$ cat src/rtl/greater_than.sv
// greater_than: registered magnitude comparator with eq/lt flags, valid strobe and saturating A>B counter
module greater_than #(
    parameter int WIDTH   = 2,
    parameter bit SIGNED  = 1'b0,
    parameter int COUNT_W = 8
) (
    input  logic               clk,
    input  logic               rst_n,
    input  logic [WIDTH-1:0]   A,
    input  logic [WIDTH-1:0]   B,
    input  logic               in_valid,
    input  logic               clr_count,
    output logic               F,
    output logic               eq_o,
    output logic               lt_o,
    output logic               out_valid,
    output logic [COUNT_W-1:0] gt_count
);
    localparam logic [WIDTH-1:0] MSB = WIDTH'(1) << (WIDTH - 1);

    logic [WIDTH-1:0] a;
    logic [WIDTH-1:0] b;
    logic             gt;
    logic             lt;

    // Flipping both sign bits maps two's-complement order onto unsigned order;
    // scanning LSB to MSB lets the most significant differing bit overwrite the result
    always_comb begin
        a  = SIGNED ? (A ^ MSB) : A;
        b  = SIGNED ? (B ^ MSB) : B;
        gt = 1'b0;
        lt = 1'b0;
        for (int i = 0; i < WIDTH; i++) begin
            if (a[i] != b[i]) begin
                gt = a[i];
                lt = b[i];
            end
        end
    end

    // Flags load on accepted operands and hold otherwise; out_valid marks a fresh load
    always_ff @(posedge clk or negedge rst_n) begin
        if (!rst_n) begin
            F         <= 1'b0;
            eq_o      <= 1'b0;
            lt_o      <= 1'b0;
            out_valid <= 1'b0;
        end else begin
            out_valid <= in_valid;
            if (in_valid) begin
                F    <= gt;
                eq_o <= ~gt & ~lt;
                lt_o <= lt;
            end
        end
    end

    // Saturating count of accepted A>B compares; clear wins over increment
    always_ff @(posedge clk or negedge rst_n) begin
        if (!rst_n)
            gt_count <= '0;
        else if (clr_count)
            gt_count <= '0;
        else if (in_valid && gt && gt_count != '1)
            gt_count <= gt_count + COUNT_W'(1);
    end
endmodule

$ cat config.mk
export PLATFORM = sky130hd
export DESIGN_NAME = greater_than
export DESIGN_NICKNAME = d
export VERILOG_FILES = /design/src/rtl/greater_than.sv
export SDC_FILE = /design/constraint.sdc
export NUM_CORES = 1
export LEC_CHECK = 0
export CELL_PAD_IN_SITES_DETAIL_PLACEMENT = 1
export CELL_PAD_IN_SITES_GLOBAL_PLACEMENT = 1
export CORE_MARGIN = 1
export CORE_UTILIZATION = 34
export DETAILED_ROUTE_END_ITERATION = 10
export GPL_ROUTABILITY_DRIVEN = 0
export PLACE_DENSITY = 0.86
export SLEW_MARGIN = 10
export SYNTH_ARGS = -nofsm -noshare
export SYNTH_HDL_FRONTEND = slang
export SYNTH_SLANG_ARGS = --single-unit
$ cat constraint.sdc
create_clock -name clk -period 1.7 [get_ports clk]
set_input_delay 0.34 -clock clk [delete_from_list [all_inputs] [get_ports clk]]
set_output_delay 0.34 -clock clk [all_outputs]
set_load 0.02 [all_outputs]
==> flow_metrics.tcl <==
set metrics [dict create \
    grt_pass1_vias 691 \
    ios 20 \
    ys_seq_area_share_pct 43.3 \
    postCtsHoldBufs 0 \
    final_area_um2 1010 \
    crit_path_max_fanout 5 \
    routed_via_density 5.38 \
    drtIter0Drc 5 \
    area_growth_pct 45.1 \
    multi_input_comb_area_um2 355 \
    cts_max_path_buffers 2 \
    clk_latency_ns 0.27 \
    die_h_um 47.2 \
    postRouteAntennaNets 0 \
    synth_area_um2 693 \
    drc 0 \
    cts_root_buf "clkbuf_4" \
    crit_start "gt_count[0]$_DFFE_PN0P_" \
    relSlewSlack_pct 63.6 \
    min_period_over_period_pct 96.1 \
    outcome "finished, final reports clean" \
    cp.buffers_inverters 1 \
    synth_top_area_share_pct 43.3 \
    grt_pass1_wl_um 2930 \
    overflow 0 \
    synth_top_area_cell "dfrtp_1" \
    synthCells 72 \
    clk_pin_slew_ns 0.08 \
    setup_viol 0 \
    drt-total-wl_um 1780 \
    place_ws_ns -0.132 \
    cp_top_family "buffers and inverters" \
    grtUsageTotal_pct 19.0 \
    hold_viol 0 \
    max_freq_ghz 0.612 \
    nets 110 \
    drive_gt1_share_pct 21.0 \
    cp_cell_sequence "clkdlybuf4s50_1" \
    portBuffers 19 \
    required_ns 1.36 \
    reg2reg_from "gt_count[0]$_DFFE_PN0P_" \
    cp_num_cells 1 \
    grt_max_degree 13 \
    powerDensity_nw_per_um2 662 \
    rr_worst_depth 5 \
    rows 15 \
    worst_slew_pin_slew_ns 0.544 \
    fin_skew_ns 0.00717 \
    setup_ws_ns 0.0671 \
    ys_top_cells_by_area "dfrtp_1 (43%), mux2_2 (4.9%), nand2b_1 (3.6%)" \
    grt_setup_unrepaired "no" \
    ir_drop_uv 496 \
    syn_nets 81 \
    first_pass_iters 4 \
    grt_antenna_before_repair 0 \
    ys_types 31 \
    place_area_um2 963 \
    reg2reg_slack_ns 0.12 \
    worstSetupEndpointType "output port" \
    avgSynthCellArea_um2 9.63 \
    start_kind "flop" \
    cpMaxStageDelayCell "clkdlybuf4s50_1" \
    min-delay-path-class "primary input to asynchronous set/reset pin" \
    via_count 673 \
    cap_violations 0 \
    cts_tree "built" \
    cts.sinks 12 \
    die-area_um2 2220 \
    numCtsBuffers 3 \
    rr_endpoint "gt_count[4]$_DFFE_PN0P_" \
    antenna_cells 0 \
    p_leak_nw 0.497 \
    final_common_cell "clkdlybuf4s50_1" \
    ys_warn_count 0 \
    wl_per_cell_um 14.2 \
    slew_violations 0 \
    fp.coreArea_um2 1820 \
    arrival_ns 1.29 \
    hpwl_um 1330 \
    synth-seq-cells 12 \
    htree_num_levels 1 \
    layout_common_cells "clkdlybuf4s50_1 (15), dfrtp_1 (12), buf_4 (10)" \
    critical-path-max-stage-delay_ns 0.62 \
    period_needed_ns 1.63 \
    start_util_pct 38.1 \
    fillers 214 \
    criticalPathCategory "flop to output port" \
    critPathCapture "gt_count[0]" \
    die_x_um 47.2 \
    regArea_um2 300 \
]
==> report_power, final <==
group	internal [W]	switching (W)	total [W]	leakage, nW
logic	0.0000722	0.0000606	0.000133	0.316
registers	0.000298	0.00000789	0.000305	0.160
clock network	0.000130	0.0000978	0.000228	0.0210
total	0.000500	0.000166	0.000666	0.497
==> timing repair <==
| item | in CTS | in global routing |
|---|---|---|
| setup endpoints to repair | 1 | 3 |
| resized for setup | 1 | 3 |
| setup buffers | 0 | 0 |
==> cells by family after synthesis <==
group	count (synthesis)	share of synthesized area [%]
mux	6	10.1
fa+ha+maj	1	1.80
compound gates	14	13.2
buf+inv	8	5.41
flops	12	43.3
simple gates	31	26.2
==> synthesized netlist by cell type, drive strengths merged <==
cell type / n
a311oi: 2
o21ai: 3
nand2: 2
and3: 4
ha: 1
nand3: 4
clkbuf: 3
dfrtp: 12
and2: 1
o211ai: 1
nand4: 2
a31oi: 2
a21oi: 4
mux2: 5
and4: 2
a41oi: 1
buf: 2
nor3b: 1
a41o: 1
nor3: 1
mux2i: 1
nor2b: 4
inv: 3
nand2b: 4
nor2: 6
==> area by class of cell <==
type | count | area share, %
clock buffer | 4 | 3.61
inverter | 3 | 1.12
multi-input combinational | 52 | 35.3
sequential | 12 | 29.9
tap | 25 | 3.11
timing repair buffer | 29 | 27.0
==> state kept, by name, indices dropped and copies added (netlist names) <==
signal     count
gt_count       8
eq_o           1
out_valid      1
lt_o           1
F              1
==> how the worst min path moves through the flow <==
stage / from / to / slack [ns] / depth (start not counted)
global placement: eq_o$_DFFE_PN0P_ / eq_o$_DFFE_PN0P_ / 0.50 / 1
CTS: rst_n / gt_count[4]$_DFFE_PN0P_ / 0.44 / 1
global route: rst_n / gt_count[7]$_DFFE_PN0P_ / 0.48 / 1
floorplan: rst_n / F$_DFFE_PN0P_ / 0.04 / 0
detailed placement: eq_o$_DFFE_PN0P_ / eq_o$_DFFE_PN0P_ / 0.51 / 1
finish: rst_n / gt_count[4]$_DFFE_PN0P_ / 0.42 / 1
==> metal layers <==
| metal | global-route usage (%) | share of wire, % | wire length [um] |
|---|---|---|---|
| met3 | 2.69 | 5.0 | 88 |
| met4 | 6.29 | 0.79 | 14 |
| met5 | 0 | 0 | 0 |
| met1 | 22.1 | 42 | 739 |
| met2 | 35.3 | 53 | 934 |
==> stage by stage <==
| step | TNS, ns | hold slack (ns) | std cells | util (%) | power [W] |
|---|---|---|---|---|---|
| after floorplan | 0 | 0.0444 | 72 | - | 0.000369 |
| after global placement | -0.210 | 0.497 | 121 | 52.9 | 0.000440 |
| after detailed placement | -0.696 | 0.506 | 121 | 52.9 | 0.000444 |
| after CTS | 0 | 0.440 | 125 | 54.8 | 0.000674 |
| after global routing | 0 | 0.476 | 125 | 55.3 | 0.000696 |
| final | 0 | 0.419 | 125 | 55.3 | 0.000666 |
(Power assumes the default switching activity.)
